### src/rtl/wm_pkg.sv
// Shared types for the watermark message extractor.
// Holds the extractor FSM state enum and the default frame sync byte.
package wm_pkg;

  typedef enum logic [1:0] {
    HUNT    = 2'd0,
    LEN     = 2'd1,
    PAYLOAD = 2'd2
  } wm_ext_state_t;

  localparam logic [7:0] WM_SYNC_DEFAULT = 8'hA5;

endpackage

### src/rtl/wm_byte_fifo.sv
// Byte FIFO for recovered payload bytes.
// Ports: clk, reset (async high), clk_enable, push/din, pop/dout, full, empty.
module wm_byte_fifo #(
  parameter int DEPTH = 4
) (
  input  logic       clk,
  input  logic       reset,
  input  logic       clk_enable,
  input  logic       push,
  input  logic [7:0] din,
  input  logic       pop,
  output logic [7:0] dout,
  output logic       full,
  output logic       empty
);

  localparam int AW = $clog2(DEPTH);
  localparam int CW = AW + 1;

  logic [7:0]    r_mem [DEPTH];
  logic [AW-1:0] r_wr;
  logic [AW-1:0] r_rd;
  logic [CW-1:0] r_cnt;

  logic w_pop;
  logic w_push;

  assign full  = (r_cnt == CW'(DEPTH));
  assign empty = (r_cnt == '0);

  // A full FIFO still accepts a push when the head leaves this cycle.
  assign w_pop  = clk_enable & pop & ~empty;
  assign w_push = clk_enable & push & (~full | w_pop);

  assign dout = empty ? 8'h00 : r_mem[r_rd];

  always_ff @(posedge clk or posedge reset) begin
    if (reset) begin
      for (int i = 0; i < DEPTH; i++) r_mem[i] <= 8'h00;
      r_wr  <= '0;
      r_rd  <= '0;
      r_cnt <= '0;
    end else begin
      if (w_push) begin
        r_mem[r_wr] <= din;
        r_wr        <= r_wr + 1'b1;
      end
      if (w_pop) r_rd <= r_rd + 1'b1;
      unique case ({w_push, w_pop})
        2'b10:   r_cnt <= r_cnt + 1'b1;
        2'b01:   r_cnt <= r_cnt - 1'b1;
        default: r_cnt <= r_cnt;
      endcase
    end
  end

endmodule

### src/rtl/wm_message_extractor.sv
// Recovers framed message bytes from one bit plane of watermarked pixels.
// Ports: clk, reset, clk_enable, pixel_in/valid in; msg_out/valid/ready, sync_locked, overflow.
module wm_message_extractor
  import wm_pkg::*;
#(
  parameter int         BIT_POS    = 0,
  parameter logic [7:0] SYNC_BYTE  = WM_SYNC_DEFAULT,
  parameter int         FIFO_DEPTH = 4
) (
  input  logic       clk,
  input  logic       reset,
  input  logic       clk_enable,
  input  logic [7:0] pixel_in,
  input  logic       pixel_valid,
  output logic [7:0] msg_out,
  output logic       msg_valid,
  input  logic       msg_ready,
  output logic       sync_locked,
  output logic       overflow
);

  wm_ext_state_t r_state;
  logic [7:0]    r_win;
  logic [2:0]    r_cnt;
  logic [7:0]    r_n;
  logic          r_ovf;

  logic       w_accept;
  logic [7:0] w_win;
  logic       w_push;
  logic       w_full;
  logic       w_empty;
  logic       w_unused;

  assign w_unused = ^pixel_in;

  assign w_accept = clk_enable & pixel_valid;
  assign w_win    = {r_win[6:0], pixel_in[BIT_POS]};
  assign w_push   = w_accept & (r_state == PAYLOAD) & (r_cnt == 3'd7);

  assign msg_valid   = ~w_empty;
  assign sync_locked = (r_state != HUNT);
  assign overflow    = r_ovf;

  always_ff @(posedge clk or posedge reset) begin
    if (reset) begin
      r_state <= HUNT;
      r_win   <= 8'h00;
      r_cnt   <= 3'd0;
      r_n     <= 8'h00;
      r_ovf   <= 1'b0;
    end else if (w_accept) begin
      r_win <= w_win;
      unique case (r_state)
        HUNT: begin
          if (w_win == SYNC_BYTE) begin
            r_state <= LEN;
            r_win   <= 8'h00;
            r_cnt   <= 3'd0;
          end
        end
        LEN: begin
          r_cnt <= r_cnt + 3'd1;
          if (r_cnt == 3'd7) begin
            r_n   <= w_win;
            r_win <= 8'h00;
            r_state <= (w_win == 8'h00) ? HUNT : PAYLOAD;
          end
        end
        PAYLOAD: begin
          r_cnt <= r_cnt + 3'd1;
          if (r_cnt == 3'd7) begin
            r_n <= r_n - 8'd1;
            // Full and nothing leaving: byte is lost.
            if (w_full & ~msg_ready) r_ovf <= 1'b1;
            if (r_n == 8'd1) begin
              r_state <= HUNT;
              r_win   <= 8'h00;
            end
          end
        end
        default: r_state <= HUNT;
      endcase
    end
  end

  wm_byte_fifo #(
    .DEPTH(FIFO_DEPTH)
  ) u_fifo (
    .clk       (clk),
    .reset     (reset),
    .clk_enable(clk_enable),
    .push      (w_push),
    .din       (w_win),
    .pop       (msg_ready),
    .dout      (msg_out),
    .full      (w_full),
    .empty     (w_empty)
  );

endmodule

### config.mk
export PLATFORM = sky130hd
export DESIGN_NAME = wm_message_extractor
export DESIGN_NICKNAME = d
export VERILOG_FILES = /design/src/rtl/wm_pkg.sv /design/src/rtl/wm_byte_fifo.sv /design/src/rtl/wm_message_extractor.sv
export SDC_FILE = /design/constraint.sdc
export NUM_CORES = 1
export LEC_CHECK = 0
export CAP_MARGIN = 25
export CORE_MARGIN = 5
export CORE_UTILIZATION = 60
export CTS_CLUSTER_SIZE = 25
export DETAILED_ROUTE_END_ITERATION = 6
export GPL_TIMING_DRIVEN = 1
export HOLD_SLACK_MARGIN = 0.03
export PLACE_DENSITY = 0.82
export SETUP_SLACK_MARGIN = 0.5
export SLEW_MARGIN = 25
export SYNTH_ARGS = -nofsm -noshare
export SYNTH_HDL_FRONTEND = slang
export SYNTH_SLANG_ARGS = --single-unit
export TNS_END_PERCENT = 10
### constraint.sdc
create_clock -name clk -period 3.9 [get_ports clk]
set_clock_uncertainty 0.1 [all_clocks]
set_input_delay 0.78 -clock clk [delete_from_list [all_inputs] [get_ports clk]]
set_output_delay 0.78 -clock clk [all_outputs]
set_load 0.01 [all_outputs]
Word-level counts from Yosys, hierarchy flattened
Index checks and enable logic that the tools add are counted.

operators by class
  bitwise operators = 14
  $lt $le $gt $ge = 3
  reductions and logical operators = 13
  equal/unequal tests = 12
  mux-type cells = 24
  add/subtract/negate cells = 6

operators with widths
  operator               number
  $mux W8                6
  $bwmux W32             1
  $mux W7                4
  $pmux W7 S3            1
  $bmux W8 S2            1
  $demux W8 S2           1
  $pmux W8 S2            1
  $pmux W3 S2            2
  $mux W2                5
  $and A1 B1 Y1          8
  $eq A8 B1 Y1 const B   1
  $eq A8 B8 Y1 const B   1
  $logic_not A8 Y1       1
  $reduce_and A4 Y1      2
  $reduce_bool A2 Y1     4
  $sub A8 B1 Y8 const B  1
  $add A3 B1 Y3 const B  2
  $eq A3 B3 Y1 const B   2
  $ge A3 B3 Y1 const B   2
  $not A2 Y3             2
  $pmux W2 S3            1
  $reduce_and A5 Y1      1
  $add A2 B1 Y2 const B  2
  $eq A2 B1 Y1 const B   2
  other kinds (13)       18

storage, ports and cells
  output and inout bits = 11
  flip-flop bits (word level) = 60
  logic and storage cells = 84
  input bits = 13

Depth between registers and ports, before layout
  word-level depth = 7
  mapped depth = 11
  mapped depth without buffers = 11

Hierarchy
Synthesis repeated with hierarchy kept, for this count alone.

unflattened totals
  cell total of the unflattened synthesis = 253
  area total of the unflattened synthesis = 3133.0 µm²

by module, submodules not included
  module                seq. area each (µm²)  cells each  instances  area each (µm²)
  wm_byte_fifo          975.9                 124         1          1876.8
  wm_message_extractor  525.5                 129         1          1256.2

Least setup slack after synthesis
No wires, ideal clock.

  path kind = input to register
  start = in clk_enable
  end = reg u_fifo.r_cnt[2]
  arrival = 2.147 ns
  stages on the path = 9
  data required time = 3.675 ns
  library setup time = 0.125 ns
  path slack = 1.527 ns
  buffers on the path = 0
  cells stage by stage = nand4_1 -> a31oi_1 -> inv_1 -> ha_1 -> inv_1 -> fa_1 -> xor2_1 -> nor2_1 -> xor2_1

between the ends
  longest elaborated chain between the ends = 7
  elaborated cells on any way between the ends = 12
  classes of those cells = eq/ne (2); mux (1); bitwise (8); reduce/logical (1)

RTL lines
  what                                               line                        source
  from (decl)                                        wm_message_extractor.sv:12  input logic clk_enable,
  $and A1 B1 Y1                                      wm_message_extractor.sv:37  assign w_accept = clk_enable & pixel_valid;
  $and A1 B1 Y1 (2 in a row)                         wm_message_extractor.sv:39  assign w_push = w_accept & (r_state == PAYLOAD) & (r_cnt == 3'd7);
  $and A1 B1 Y1 (2 in a row)                         wm_byte_fifo.sv:33          assign w_push = clk_enable & push & (~full | w_pop);
  $eq A2 B1 Y1 or $eq A2 B2 Y1 (tied branches)       wm_byte_fifo.sv:49          unique case ({w_push, w_pop})
  $pmux W3 S2 or $reduce_bool A2 Y1 (tied branches)  -
  to (signal assigned)                               wm_byte_fifo.sv:50          2'b10: r_cnt <= r_cnt + 1'b1;
  to (signal assigned)                               wm_byte_fifo.sv:51          2'b01: r_cnt <= r_cnt - 1'b1;
  to (signal assigned)                               wm_byte_fifo.sv:52          default: r_cnt <= r_cnt;
  to (decl)                                          wm_byte_fifo.sv:23          logic [CW-1:0] r_cnt;

Several ways; a longest one is shown, not always the timed one.
A chain may end at the register's enable or synchronous reset.

Final worst setup path
  start = reg u_fifo.r_rd[0]
  end = out msg_out[7]

between the ends
  longest elaborated chain between the ends = 5

RTL lines
  what                                        line                        source
  from (decl)                                 wm_byte_fifo.sv:22          logic [AW-1:0] r_rd;
  from (signal assigned)                      wm_byte_fifo.sv:48          if (w_pop) r_rd <= r_rd + 1'b1;
  $not A2 Y3 (implied by the code)            wm_byte_fifo.sv:35          assign dout = empty ? 8'h00 : r_mem[r_rd];
  $bmux W8 S2                                 wm_byte_fifo.sv:35
  $mux W8 (implied by the code) (2 in a row)  wm_byte_fifo.sv:35
  $mux W8                                     wm_byte_fifo.sv:35
  to (decl)                                   wm_message_extractor.sv:15  output logic [7:0] msg_out,

Every way passes these cells. The select of a mux whose other input is x is not followed.

==> impl_metrics.ini <==
[status]
run_status = complete, no violations

[worst_setup_path]
cp_max_fo = 10
startpoint_type = flop
cp.arrival_ps = 2280
reg2regPathDepth = 12
worstPathRequired_ps = 3020
r2r-end = u_fifo.r_cnt[2]
endpoint_kind = output port
crit_type = flop to output port
r2r_slack_ps = 1090
r2r_start = r_state[0]

[finish]
fill_cells = 349
areaGrowthSynthToFinish_pct = 14.7
fin_nets = 301
num_antenna_cells = 0
drive_above_1_share_pct = 22.7

[pwr]
p_total_uw = 1910
p_leak_uw = 0.00164
ir_drop_mv = 0.306
powerDensity_mw_per_mm2 = 554

[placed_design]
port_buffers = 16
dp_slack_ps = 905
hpwlAfterDp_mm = 3.95
gp_congestion = 0.796

[global_routing]
grt_max_degree = 37
antenna_found_initial = 0
gr-total-overflow = 0
grt_pass1_wl_mm = 9.88
grt_use_total_pct = 20.7
grt_pass1_vias = 2012

[drt]
firstDrtPassIters = 4
antenna_left = 0
drc = 0
routed.top_layer = met4
vias_per_cell = 5.75
wl_met1_mm = 2.69
drtIter0Drc = 198
dr_wl_met3_um = 356
wl_mm = 5.91
wl_met2_mm = 2.80
vias = 1983
post_drt_wl_per_cell_um = 17.1

[die]
ios = 24
die_w_um = 80.8
core_mm2 = 0.00479
rows = 25
design.die.area_mm2 = 0.00654
initial_utilization_pct = 62.9
die_y_um = 80.8

[logic_synthesis]
synth_area_per_cell_um2 = 12.0
synth_warnings = 0
synth_compound_area_share_pct = 9.02
syn_nets = 278
ys_seq_area_share_pct = 49.9
synth.distinct_cells = 41
yosys.area_share.adder_pct = 6.07
yosys.area_share.simple_pct = 10.0
synth_top_family_by_area = multiplexers
synthXorXnorAreaFrac_pct = 1.74
synth_mux_area_share_pct = 20.1
syn-cell-area_mm2 = 0.00301
synthCells = 251
ys_ff_latch = 60

[clocking]
cts_inserted_buffers = 9
h-tree-depth = 3
cts_tree = done
clock_sinks = 60
cts_setup_buffers = 0
clk_pin_slew_ps = 60
root_buffer = clkbuf_8
clkLatencyLatePin_ps = 350
cts_resized = 0
hold_buffers = 0
cts_max_path_buffers = 2

[sta]
setup_violations = 0
drv_slew = 0
fin_crit_sh_pct = 81.0
timing.fmax_mhz = 317
period_minus_slack_ps = 3160
worst_pin_slew_ps = 752
hold_viol = 0
slew_headroom_pct = 49.8
worst_slack_ps = 742
holdWs_ps = 363
fin_setup_tns_ps = 0
rsz0062_at_grt = no

[min_path]
worstHoldPathType = flop to flop
holdPathStages = 2
hp-start = overflow
holdPathEnd = overflow

[run]
drv_cap = 0
## Yosys cell counts
| cell | count | area share, % |
|---|---|---|
| nand4_1 | 2 | 0.42 |
| o22a_1 | 2 | 0.58 |
| ha_1 | 13 | 5.4 |
| dfrtp_1 | 60 | 50 |
| a41oi_1 | 2 | 0.58 |
| nor4bb_1 | 1 | 0.33 |
| nor3_1 | 4 | 0.66 |
| nand3_1 | 3 | 0.50 |
| nand3b_1 | 1 | 0.25 |
| o211ai_1 | 1 | 0.25 |
| mux2i_1 | 5 | 1.7 |
| o22ai_1 | 4 | 0.83 |
| or4_1 | 1 | 0.25 |
| and2_1 | 1 | 0.21 |
| nand2_1 | 22 | 2.7 |
| a21oi_1 | 13 | 2.2 |
| mux2_4 | 1 | 0.50 |
| o2bb2ai_1 | 1 | 0.29 |
| o31ai_1 | 1 | 0.25 |
| nor3b_1 | 1 | 0.25 |
| fa_1 | 1 | 0.66 |
| a2bb2oi_1 | 1 | 0.29 |
| clkbuf_1 | 5 | 0.62 |
| nor2b_1 | 11 | 2.3 |
| or3_4 | 1 | 0.37 |
| a22o_2 | 1 | 0.33 |
| a22o_1 | 3 | 0.87 |
| clkbuf_4 | 1 | 0.25 |
| a31oi_1 | 2 | 0.42 |
| mux4_2 | 8 | 6.0 |
| nor2_1 | 6 | 0.75 |
| o21ai_0 | 10 | 1.7 |
| xor2_1 | 3 | 0.87 |
| xnor2_1 | 3 | 0.87 |
| or4_4 | 1 | 0.37 |
| inv_1 | 16 | 2.0 |
| buf_2 | 2 | 0.33 |
| and3_1 | 1 | 0.21 |
| mux2_2 | 32 | 12 |
| o21a_1 | 2 | 0.50 |
| nor4_1 | 2 | 0.42 |
## flip-flops by register name, summed over array words and instances (netlist names)
| name | cells |
|---|---|
| u_fifo.r_cnt | 3 |
| r_cnt | 3 |
| overflow | 1 |
| u_fifo.r_wr | 2 |
| u_fifo.r_rd | 2 |
| r_win | 7 |
| r_state | 2 |
| u_fifo.r_mem | 32 |
| r_n | 8 |
## cell families (layout without fill, tap and decap cells)
logic type / Yosys count / in the layout
AND/OR/NAND/NOR: 58 / 58
buffers and inverters: 24 / 51
multiplexers: 46 / 46
adder cells (fa/ha/maj): 14 / 14
flip-flops: 60 / 60
XOR/XNOR: 6 / 6
AO/OA/AOI/OAI: 43 / 43
## worst max path at each step
stage / start / end / cells past startpoint
6_report: u_fifo.r_rd[0] / msg_out[7] / 3
5_1_grt: u_fifo.r_rd[0] / msg_out[1] / 3
4_1_cts: u_fifo.r_rd[0] / msg_out[4] / 3
3_5_place_dp: clk_enable / u_fifo.r_cnt[2] / 11
3_3_place_gp: clk_enable / u_fifo.r_cnt[2] / 11
2_1_floorplan: clk_enable / u_fifo.r_cnt[2] / 9
## final cells by class
type | instances | area, um2 | share of cell area [%]
flip-flops and latches | 60 | 1500 | 43.5
clock buffers | 10 | 128 | 3.69
clock inverters | 5 | 77.6 | 2.25
multi-input cells | 167 | 1410 | 40.9
inverters | 16 | 60.1 | 1.74
repair buffers | 20 | 190 | 5.51
well taps | 67 | 83.8 | 2.43
## where the power goes
part / switching [uW] / total [uW] / internal (uW)
Clock: 236 / 589 / 354
Combinational: 219 / 441 / 222
Sequential: 162 / 884 / 722
## critical path, cell delays in order (launching register included)
cell and delay, ps:
dfrtp_1 730, mux4_2 560, nor2b_1 150, clkdlybuf4s50_1 490
## through the flow
step,cells,instance area [um2],utilization (%)
after floorplan,251,3010,-
after detailed placement,330,3250,67.9
after global placement,330,3250,67.9
after global routing,345,3450,72.2
final,345,3450,72.2
after CTS,345,3450,72.2
## routing by layer
metal	GRT usage, %	vias to the layer above
met1	28.8	978
met2	30.5	52
met3	6.65	9
li1	-	944
met4	7.60	0
met5	0	-
## cell usage in the layout, fill, tap and decap left out, types with 5 or more instances in the layout
| cell type | instances |
|---|---|
| nand2_1 | 22 |
| inv_1 | 15 |
| dfrtp_1 | 60 |
| nor2_1 | 6 |
| mux4_2 | 8 |
| clkbuf_8 | 9 |
| a21oi_1 | 13 |
| clkdlybuf4s50_1 | 16 |
| ha_1 | 13 |
| nor2b_1 | 11 |
| mux2i_1 | 5 |
| mux2_2 | 32 |
| o21ai_0 | 10 |
Note: power is estimated with default switching activity, not from simulation.
